--- config.mk ---
export PLATFORM = sky130hd
export DESIGN_NAME = skin_segment_tx_flat
export DESIGN_NICKNAME = d
export VERILOG_FILES = /design/src/rtl/skin_segment_tx_if.sv /design/src/rtl/skin_segment_tx.sv /design/src/flat_wrapper.sv
export SDC_FILE = /design/constraint.sdc
export NUM_CORES = 1
export LEC_CHECK = 0
export ABC_AREA = 1
export CAP_MARGIN = 20
export CELL_PAD_IN_SITES_DETAIL_PLACEMENT = 1
export CELL_PAD_IN_SITES_GLOBAL_PLACEMENT = 2
export CORE_ASPECT_RATIO = 1.1
export CORE_UTILIZATION = 28
export CTS_BUF_LIST = sky130_fd_sc_hd__clkbuf_8
export DETAILED_ROUTE_END_ITERATION = 8
export GPL_ROUTABILITY_DRIVEN = 1
export GPL_TIMING_DRIVEN = 0
export HOLD_SLACK_MARGIN = 0.03
export PLACE_DENSITY = 0.8
export SETUP_SLACK_MARGIN = 0.05
export SYNTH_ARGS = -nofsm -noshare
export SYNTH_HDL_FRONTEND = slang
export SYNTH_SLANG_ARGS = --single-unit
--- constraint.sdc ---
create_clock -name clk -period 2.6 [get_ports clk]
set_input_delay 0.52 -clock clk [delete_from_list [all_inputs] [get_ports clk]]
set_output_delay 0.52 -clock clk [all_outputs]
set_load 0.1 [all_outputs]
--- src/rtl/skin_segment_tx_if.sv ---
// rtl/skin_segment_tx_if.sv - pixel input and object-bit output handshake bundle
interface skin_segment_tx_if;
  logic       in_valid;
  logic       in_ready;
  logic       in_sof;
  logic [7:0] in_cb;
  logic [7:0] in_cr;
  logic       out_valid;
  logic       out_ready;
  logic       object_image;
  logic [7:0] out_row;
  logic [7:0] out_col;
  logic       out_sof;
  logic       out_eol;
  logic       out_eof;

  modport master (
    output in_valid, in_sof, in_cb, in_cr, out_ready,
    input  in_ready, out_valid, object_image, out_row, out_col, out_sof, out_eol, out_eof
  );

  modport slave (
    input  in_valid, in_sof, in_cb, in_cr, out_ready,
    output in_ready, out_valid, object_image, out_row, out_col, out_sof, out_eol, out_eof
  );
endinterface

--- src/rtl/skin_segment_tx.sv ---
// rtl/skin_segment_tx.sv - chroma skin classifier with framed object-bit output FIFO
module skin_segment_tx #(
  parameter int IMG_W      = 160,
  parameter int IMG_H      = 120,
  parameter int CB_MIN     = 77,
  parameter int CB_MAX     = 127,
  parameter int CR_MIN     = 133,
  parameter int CR_MAX     = 173,
  parameter int FIFO_DEPTH = 4
) (
  input  logic                clk,
  input  logic                rst,
  skin_segment_tx_if.slave    bus,
  output logic                frame_done,
  output logic [15:0]         obj_count,
  output logic                sync_err
);

  localparam int AW = $clog2(FIFO_DEPTH);
  localparam logic [7:0] COL_LAST = 8'(IMG_W - 1);
  localparam logic [7:0] ROW_LAST = 8'(IMG_H - 1);
  localparam logic [7:0] CB_LO = 8'(CB_MIN);
  localparam logic [7:0] CB_HI = 8'(CB_MAX);
  localparam logic [7:0] CR_LO = 8'(CR_MIN);
  localparam logic [7:0] CR_HI = 8'(CR_MAX);
  localparam logic [AW:0] FILL_FULL = (AW + 1)'(FIFO_DEPTH);

  typedef enum logic [1:0] {IDLE, STREAM, DRAIN} state_t;

  state_t        state, state_nxt;
  logic [19:0]   mem [FIFO_DEPTH];
  logic [AW-1:0] wr_ptr, rd_ptr;
  logic [AW:0]   fill;
  logic [7:0]    row, col, row_nxt, col_nxt;
  logic [7:0]    ent_row, ent_col;
  logic          ent_eol, ent_eof;
  logic [15:0]   run, run_nxt;
  logic          empty, full, accept, pop, obj;
  logic          push, restart, set_err, done_set;
  logic [19:0]   head;

  assign empty        = (fill == '0);
  assign full         = (fill == FILL_FULL);
  assign bus.in_ready = !full && (state != DRAIN);
  assign accept       = bus.in_valid && bus.in_ready;
  assign pop          = bus.out_valid && bus.out_ready;
  assign obj          = (bus.in_cb >= CB_LO) && (bus.in_cb <= CB_HI) &&
                        (bus.in_cr >= CR_LO) && (bus.in_cr <= CR_HI);

  // Head entry layout: {obj, row, col, sof, eol, eof}
  assign head             = mem[rd_ptr];
  assign bus.out_valid    = !empty;
  assign bus.object_image = head[19];
  assign bus.out_row      = head[18:11];
  assign bus.out_col      = head[10:3];
  assign bus.out_sof      = head[2];
  assign bus.out_eol      = head[1];
  assign bus.out_eof      = head[0];

  always_comb begin
    state_nxt = state;
    push      = 1'b0;
    restart   = 1'b0;
    set_err   = 1'b0;
    done_set  = 1'b0;
    case (state)
      IDLE: begin
        if (accept && bus.in_sof) begin
          push    = 1'b1;
          restart = 1'b1;
        end
      end
      STREAM: begin
        if (accept) begin
          push = 1'b1;
          // A new sof mid-frame abandons the current frame and starts over
          if (bus.in_sof && (row != '0 || col != '0)) begin
            restart = 1'b1;
            set_err = 1'b1;
          end
        end
      end
      DRAIN: begin
        if (empty) begin
          done_set  = 1'b1;
          state_nxt = IDLE;
        end
      end
      default: state_nxt = IDLE;
    endcase

    ent_row = restart ? 8'd0 : row;
    ent_col = restart ? 8'd0 : col;
    ent_eol = (ent_col == COL_LAST);
    ent_eof = ent_eol && (ent_row == ROW_LAST);
    if (push) state_nxt = ent_eof ? DRAIN : STREAM;

    col_nxt = ent_eol ? 8'd0 : ent_col + 8'd1;
    row_nxt = ent_row;
    if (ent_eol) row_nxt = (ent_row == ROW_LAST) ? 8'd0 : ent_row + 8'd1;

    if (restart)               run_nxt = {15'd0, obj};
    else if (run == 16'hFFFF)  run_nxt = run;
    else                       run_nxt = run + {15'd0, obj};
  end

  always_ff @(posedge clk or negedge rst) begin
    if (!rst) state <= IDLE;
    else      state <= state_nxt;
  end

  always_ff @(posedge clk or negedge rst) begin
    if (!rst) begin
      row        <= '0;
      col        <= '0;
      run        <= '0;
      sync_err   <= 1'b0;
      frame_done <= 1'b0;
      obj_count  <= '0;
    end else begin
      if (push) begin
        row <= row_nxt;
        col <= col_nxt;
        run <= run_nxt;
      end
      sync_err   <= sync_err | set_err;
      frame_done <= done_set;
      if (done_set) obj_count <= run;
    end
  end

  always_ff @(posedge clk or negedge rst) begin
    if (!rst) begin
      wr_ptr <= '0;
      rd_ptr <= '0;
      fill   <= '0;
      for (int i = 0; i < FIFO_DEPTH; i++) mem[i] <= '0;
    end else begin
      if (push) begin
        mem[wr_ptr] <= {obj, ent_row, ent_col, restart, ent_eol, ent_eof};
        wr_ptr      <= wr_ptr + 1'b1;
      end
      if (pop) rd_ptr <= rd_ptr + 1'b1;
      case ({push, pop})
        2'b10:   fill <= fill + 1'b1;
        2'b01:   fill <= fill - 1'b1;
        default: fill <= fill;
      endcase
    end
  end

endmodule

--- src/flat_wrapper.sv ---
// flat-port wrapper written by rule: the top's interface ports become plain ports
module skin_segment_tx_flat 
#(
  parameter int IMG_W      = 160,
  parameter int IMG_H      = 120,
  parameter int CB_MIN     = 77,
  parameter int CB_MAX     = 127,
  parameter int CR_MIN     = 133,
  parameter int CR_MAX     = 173,
  parameter int FIFO_DEPTH = 4
)
  (clk, rst, frame_done, obj_count, sync_err, bus_in_valid, bus_in_sof, bus_in_cb, bus_in_cr, bus_out_ready, bus_in_ready, bus_out_valid, bus_object_image, bus_out_row, bus_out_col, bus_out_sof, bus_out_eol, bus_out_eof);
  skin_segment_tx_if bus_i ();
  input  logic clk;
  input  logic rst;
  output logic frame_done;
  output logic [15:0] obj_count;
  output logic sync_err;
  input wire logic [$bits(bus_i.in_valid)-1:0] bus_in_valid;
  input wire logic [$bits(bus_i.in_sof)-1:0] bus_in_sof;
  input wire logic [$bits(bus_i.in_cb)-1:0] bus_in_cb;
  input wire logic [$bits(bus_i.in_cr)-1:0] bus_in_cr;
  input wire logic [$bits(bus_i.out_ready)-1:0] bus_out_ready;
  output wire logic [$bits(bus_i.in_ready)-1:0] bus_in_ready;
  output wire logic [$bits(bus_i.out_valid)-1:0] bus_out_valid;
  output wire logic [$bits(bus_i.object_image)-1:0] bus_object_image;
  output wire logic [$bits(bus_i.out_row)-1:0] bus_out_row;
  output wire logic [$bits(bus_i.out_col)-1:0] bus_out_col;
  output wire logic [$bits(bus_i.out_sof)-1:0] bus_out_sof;
  output wire logic [$bits(bus_i.out_eol)-1:0] bus_out_eol;
  output wire logic [$bits(bus_i.out_eof)-1:0] bus_out_eof;
  assign bus_i.in_valid = bus_in_valid;
  assign bus_i.in_sof = bus_in_sof;
  assign bus_i.in_cb = bus_in_cb;
  assign bus_i.in_cr = bus_in_cr;
  assign bus_i.out_ready = bus_out_ready;
  assign bus_in_ready = bus_i.in_ready;
  assign bus_out_valid = bus_i.out_valid;
  assign bus_object_image = bus_i.object_image;
  assign bus_out_row = bus_i.out_row;
  assign bus_out_col = bus_i.out_col;
  assign bus_out_sof = bus_i.out_sof;
  assign bus_out_eol = bus_i.out_eol;
  assign bus_out_eof = bus_i.out_eof;
  skin_segment_tx #(.IMG_W(IMG_W), .IMG_H(IMG_H), .CB_MIN(CB_MIN), .CB_MAX(CB_MAX), .CR_MIN(CR_MIN), .CR_MAX(CR_MAX), .FIFO_DEPTH(FIFO_DEPTH)) u_core (.clk(clk), .rst(rst), .bus(bus_i), .frame_done(frame_done), .obj_count(obj_count), .sync_err(sync_err));
endmodule
# Yosys cells after proc, flatten, opt, wreduce, memory -nomap -nowiden
# Cells that the tools add are included.
# Widths: inputs -> output; s select.
dict set report word_totals {
  in_bits 21
  latch_bits 0
  ramBits 0
  wordCells 91
  output_inout_bits 40
  memories 0
  rom_bits 0
  ff_bits 139
}
dict set report op_classes {
  reduce_logical 21
  n_lt_le_gt_ge 7
  bitwise 3
  eq_ne 12
  shift 0
  add_sub_neg 7
  n_div 0
  n_mux 27
  multipliers 0
}
# cell count
set op_table {}
lappend op_table {{$bwmux 80} 1}
lappend op_table {{$mux 20} 3}
lappend op_table {{$bmux 20 s2} 1}
lappend op_table {{$demux 20 s2} 1}
lappend op_table {{$mux 8} 5}
lappend op_table {{$mux 16} 2}
lappend op_table {{$add 16x1->16} 1}
lappend op_table {{$add 8x1->8 const B} 2}
lappend op_table {{$eq 16x16->1 const B} 1}
lappend op_table {{$reduce_bool 8->1} 2}
lappend op_table {{$logic_and 1x1->1} 10}
lappend op_table {{$eq 8x7->1 const B} 1}
lappend op_table {{$eq 8x8->1 const B} 1}
lappend op_table {{$ge 8x7->1 const B} 1}
lappend op_table {{$ge 8x8->1 const B} 1}
lappend op_table {{$le 8x7->1 const B} 1}
lappend op_table {{$le 8x8->1 const B} 1}
lappend op_table {{$mux 1} 7}
lappend op_table {{$ge 3x3->1 const B} 2}
lappend op_table {{$mux 2} 3}
lappend op_table {{$not 2->3} 2}
lappend op_table {{$pmux 3 s2} 1}
lappend op_table {{$add 2x1->2 const B} 2}
lappend op_table {{$eq 2x1->1 const B} 2}
lappend op_table {{other kinds (18)} 23}

# Depth between registers and ports, before layout
dict set report logic_depth {
  word_depth 12
  ltp_mapped 18
  mapped_depth_nobuf 16
}

# Least setup slack after synthesis
# No wires, ideal clock.
dict set report synth_timing {
  path_kind {register to register}
  from {reg u_core.fill[0]}
  to {reg u_core.row[7]}
  path_stages_with_launch 17
  setup_slack_ns -0.591
  path_buffers 2
  required_time_ns 2.483
  synth_period_minus_slack_ns 3.191
  setup_time_ns 0.117
  arrival_time_ns 3.074
  path_cell_list {dfrtp_1 -> nor2_2 -> a21oi_2 -> nand4_2 -> nand2_1 -> buf_2 -> nor2_1 -> ha_1 -> nand4_1 -> inv_2 -> nand2_2 -> nor2_4 -> buf_6 -> nand3_1 -> nand2_1 -> nand2_1 -> nand2_1}
}
dict set report synth_between {
  elab_cells_between_ends 17
  cone_classes {add/sub (1); eq/ne (3); mux (9); reduce/logical (4)}
}
# item line_no
set synth_lines {}
lappend synth_lines {{from (decl)} skin_segment_tx.sv:33} ;# logic [AW:0] fill;
lappend synth_lines {{from (signal assigned)} skin_segment_tx.sv:145} ;# 2'b10: fill <= fill + 1'b1;
lappend synth_lines {{from (signal assigned)} skin_segment_tx.sv:146} ;# 2'b01: fill <= fill - 1'b1;
lappend synth_lines {{from (signal assigned)} skin_segment_tx.sv:147} ;# default: fill <= fill;
lappend synth_lines {{$eq 3x3->1 (*)} skin_segment_tx.sv:43} ;# assign full = (fill == FILL_FULL);
lappend synth_lines {{$logic_not 1->1 (*)} skin_segment_tx.sv:44} ;# assign bus.in_ready = !full && (state != DRAIN);
lappend synth_lines {{$logic_and 1x1->1 (*)} skin_segment_tx.sv:44}
lappend synth_lines {{named net bus_in_ready} flat_wrapper.sv:24} ;# output wire logic [$bits(bus_i.in_ready)-1:0] bus_in_ready;
lappend synth_lines {{$logic_and 1x1->1 (*)} skin_segment_tx.sv:45} ;# assign accept = bus.in_valid && bus.in_ready;
lappend synth_lines {{$logic_and 1x1->1} skin_segment_tx.sv:68} ;# if (accept && bus.in_sof) begin
lappend synth_lines {{$mux 1} skin_segment_tx.sv:68}
lappend synth_lines {{$pmux 1 s2 (*)} skin_segment_tx.sv:66} ;# case (state)
lappend synth_lines {{$mux 8 (*)} skin_segment_tx.sv:93} ;# ent_col = restart ? 8'd0 : col;
lappend synth_lines {{named net u_core.ent_col[0]} skin_segment_tx.sv:35} ;# logic [7:0] ent_row, ent_col;
lappend synth_lines {{$eq 8x8->1 (*)} skin_segment_tx.sv:94} ;# ent_eol = (ent_col == COL_LAST);
lappend synth_lines {{$mux 8 (*)} skin_segment_tx.sv:100} ;# if (ent_eol) row_nxt = (ent_row == ROW_LAST) ? 8'd0 : ent_row + 8'd1;
lappend synth_lines {{to (signal assigned)} skin_segment_tx.sv:122} ;# row <= row_nxt;
lappend synth_lines {{to (decl)} skin_segment_tx.sv:34} ;# logic [7:0] row, col, row_nxt, col_nxt;
# The timed path passes the listed nets; every way through them passes the cells marked *.
# A chain may end at the register's enable or synchronous reset.

# Worst setup path after layout
dict set report layout_timing {
  from {reg u_core.row[1]}
  to {reg u_core.state[0]}
}
dict set report layout_between {
  elab_chain_cells 11
  elab_cells_between_ends 13
  cone_classes {eq/ne (2); mux (7); reduce/logical (4)}
}
# item line_no
set layout_rtl {}
lappend layout_rtl {{$reduce_bool 8->1} skin_segment_tx.sv:77} ;# if (bus.in_sof && (row != '0 || col != '0)) begin
lappend layout_rtl {{$logic_or 1x1->1} skin_segment_tx.sv:77}
lappend layout_rtl {{$logic_and 1x1->1} skin_segment_tx.sv:77}
lappend layout_rtl {{$mux 1} skin_segment_tx.sv:77}
lappend layout_rtl {{$mux 1} skin_segment_tx.sv:74} ;# if (accept) begin
lappend layout_rtl {{$pmux 1 s2} skin_segment_tx.sv:66}
lappend layout_rtl {{$mux 8} skin_segment_tx.sv:93}
lappend layout_rtl {{named net u_core.ent_col[0]} skin_segment_tx.sv:35}
lappend layout_rtl {{$eq 8x8->1} skin_segment_tx.sv:94}
lappend layout_rtl {{$logic_and 1x1->1} skin_segment_tx.sv:95} ;# ent_eof = ent_eol && (ent_row == ROW_LAST);
lappend layout_rtl {{$mux 2 (2 in a row)} skin_segment_tx.sv:96} ;# if (push) state_nxt = ent_eof ? DRAIN : STREAM;
lappend layout_rtl {{to (signal assigned)} skin_segment_tx.sv:109} ;# else state <= state_nxt;
lappend layout_rtl {{to (decl)} skin_segment_tx.sv:30} ;# state_t state, state_nxt;
# The timed path passes the listed nets, and every way through them passes these cells.

==> out/qor.txt <==
outcome: finished, final reports clean
Tot GR Track Use: 18.3%
max-slew violations: 0
NumNets Final: 968
final worst path period share: 96.3%
Post-Route WL: 21,300 um
relative slew slack: 34.3%
Die Width: 149 um
Async SR Flop Fraction: 100%
crit-path most repeated cell: nor2_4
Avg Synthesized Cell Area: 8.17 um^2
Syn. warnings: 0
Crit Path Category: flip-flop to flip-flop
Clock transition at path regs: 80 ps
Worst-Margin Slew: 982 ps
die area: 24,500 um^2
crit path time final: 2500 ps
gr ovfl total: 0
DRT antenna net count: 0
Placer Congestion: 0.776
CTS tree: built
RSZ-0062 raised after global routing: yes
# IOs: 61
Post-Synthesis Cells: 819
register bit count reported by yosys: 139
number of buffers created by CTS: 17
total of max-cap violations: 0
Synth Area in Adders: 1.98%
Netlist cell types: 38
worst r2r src: u_core.row[1]
Max VDD drop: 514 uV
critical path launch point type: flip-flop
post-synthesis simple-gate area fraction: 23.9%
Worst-Skew Late Latency: 460 ps
Max Root-Sink Buffers: 2
largest family of logic cells by synthesized area: simple AND/OR/NAND/NOR gates
reg2reg end: u_core.state[0]
r2r worst-path depth: 16
total chip power: 10.1 mW
crit path DAT: 2830 ps
crit-path max FO: 5
class of the worst hold path: flip-flop to flip-flop
Syn Std Cell Area: 6690 um^2
Die H: 164 um
largest net degree at the start of global routing: 96
PwrDens: 1140 nW/um^2
dpl hpwl: 14,400 um
n_diodes: 0
post-route cell area: 8840 um^2
initial antenna violation count: 0
Area Overhead vs Synth: 32.2%
Via density: 4.78
Hold Crit Depth: 2
DR DRC count: 0
placed inst area: 7900 um^2
share of cells above drive strength 1: 22.4%
critical path's largest stage delay: 430 ps
Compound-Gate Fraction of Synth Area: 14.2%
Clock Skews: 9.95 ps
IO Port Bufs: 60
first-pass GRT wire length: 34,100 um
Initial Utilization: 28.9%
Leak: 4.06 nW
Synth Net Count: 850
Fin. Hold Viols: 0
fill cell total of the finished layout: 2,751
Crit. End Element: flip-flop
fmax: 399 MHz
vias in the first global route: 6,304
Site Rows: 58
CP max stage cell: dfrtp_1
r2r setup slk: 100 ps
Critical Path RT: 2930 ps
Pre-Repair DR Iteration Count: 4
Initial DRC Count: 330
hold_sp: u_core.sync_err
Worst Hold Endpoint: u_core.sync_err
CTS H-tree depth: 4
worst path cell trace: nor2_2, nand2_1, nor2_1, nand2_1, nand3_4, nand2_4, buf_12, nor2_4, ha_4, nand4_1, inv_2, buf_6, nand3_4, nor2_4, nor2_4, o21bai_1
core footprint: 23,100 um^2
Post-synth EDFFs: 0
sequential share of the synthesized area: 52.0%
clock root cell: clkbuf_8
XOR/XNOR share of the synthesized area: 1.57%
count of final setup violators: 0
top_reg_cell synth: dfrtp_1
clk sinks: 139
mux contribution to synthesized area: 0%
DR WL/cell: 17.0 um
vias post-DR: 5,973
[worst max path at each step]
stage                           startpoint              end  slack [ps]
final                        u_core.row[1]  u_core.state[0]         100
after global routing         u_core.row[1]    u_core.row[2]         -70
after CTS                 u_core.rd_ptr[0]      bus_out_eof          50
after detailed placement      bus_in_cr[7]   u_core.run[15]        -740
after global placement                 rst    u_core.mem[5]       -5080
after floorplan            u_core.state[1]   u_core.fill[1]          -8
[cells in the final DEF, fill, tap and decap left out, types with 3 or more instances in the layout]
cell             synthesis  routed
nand2_1                223     215
dfrtp_1                139     138
o21ai_0                128     125
nor2_1                  86      77
inv_1                   55      51
buf_4                    0      48
clkdlybuf4s50_1          0      35
nand3_1                 29      22
o22ai_2                  1      21
clkbuf_8                 0      17
nand4_1                 13      13
clkbuf_1                27      12
clkbuf_2                 0      12
buf_6                    4      11
xor2_1                  11      11
inv_2                    7      10
nand2_2                  5      10
o21ai_1                  7       9
nor2_4                   1       9
nor2_2                   8       9
buf_2                    8       9
nand3_2                  6       9
a21oi_1                  7       7
nand3_4                  0       4
ha_4                     0       4
ha_1                     9       4
nand2_4                  0       3
buf_12                   0       3
o21ai_2                  2       3
nor3_1                   4       3
inv_6                    0       3
bufinv_16                0       3
clkinvlp_4               0       3
clkinv_2                 0       3
[area by class of cell]
cell class,instances,area (um^2),share of cell area (%)
buffer,39,251,2.84
clock buffer,17,234,2.65
clock inverter,14,171,1.94
inverter,63,239,2.70
multi-input combinational,578,3180,36.0
sequential,139,3480,39.3
tap,300,375,4.24
timing repair buffer,99,911,10.3
[kinds of logic (layout without fill, tap and decap cells)]
family                     count (synthesis)  in the layout
xor gates and xnor gates                  12             12
buffers and inverters                    102            232
and+or+nand+nor                          380            380
adders and majority gates                 10             10
DFF                                      139            139
AOI/OAI and AO/OA                        176            176
[worst max-delay path: cells and delay by family (launching register included)]
kind,cells,cell delay (ps)
fa+ha+maj,1,160
buf+inv,3,380
flops,1,430
compound gates,1,160
simple gates,11,1240
[synth_stat cells (8+ instances only)]
| master | instances | area share (%) |
|---|---|---|
| o22ai_1 | 20 | 1.9 |
| ha_1 | 9 | 1.7 |
| nand2_1 | 223 | 13 |
| clkbuf_1 | 27 | 1.5 |
| nand3_1 | 29 | 2.2 |
| o21ai_0 | 128 | 9.6 |
| nor2_2 | 8 | 0.75 |
| xor2_1 | 11 | 1.4 |
| nor2_1 | 86 | 4.8 |
| inv_1 | 55 | 3.1 |
| nand4_1 | 13 | 1.2 |
| buf_2 | 8 | 0.60 |
| dfrtp_1 | 139 | 52 |
[power by group]
group          switching (mW)  leakage, nW  total, mW  internal, mW
clock                   0.917        0.199       1.86         0.948
sequential              0.251         1.89       2.76          2.51
combinational            4.00         1.97       5.50          1.49
[flip-flops by register name, indices dropped and copies added (netlist names), 2 cells and up]
signal / flops
u_core.col: 8
u_core.fill: 3
u_core.mem: 80
u_core.obj_count: 16
u_core.rd_ptr: 2
u_core.row: 8
u_core.run: 16
u_core.state: 2
u_core.wr_ptr: 2
[repair_timing]
| item | in CTS | in global routing |
|---|---|---|
| setup endpoints to repair | 54 | 54 |
| endpoints found under the hold margin | 44 | 0 |
| gates cloned | 1 | 0 |
| resized for setup | 158 | 54 |
| hold buffers | 1 | 0 |
| pin swaps | 6 | 27 |
| setup buffers | 14 | 21 |
[metal layers]
metal  share of wire (%)  vias to the layer above  wire, um  global-route usage [%]
met1                  46                     2931      9680                    23.5
met3                 3.9                       20       839                    3.36
met2                  49                      107     10500                    31.2
met4                 1.2                        0       264                    4.96
li1                    -                     2915         -                       -
met5                   0                        -         0                       0
[stage by stage]
step	hold slack [ps]	std cells	TNS, ps	utilization [%]	setup slack, ps
2_1_floorplan	224	819	-8.25	-	-8.25
3_3_place_gp	457	1179	-746080	34.0	-5080
3_5_place_dp	462	1181	-31250	34.1	-744
4_1_cts	482	1228	0	36.8	46.4
5_1_grt	504	1249	-366	38.2	-72.2
6_report	470	1249	0	38.2	96.4
No activity file was read; power rests on OpenSTA's default activity.
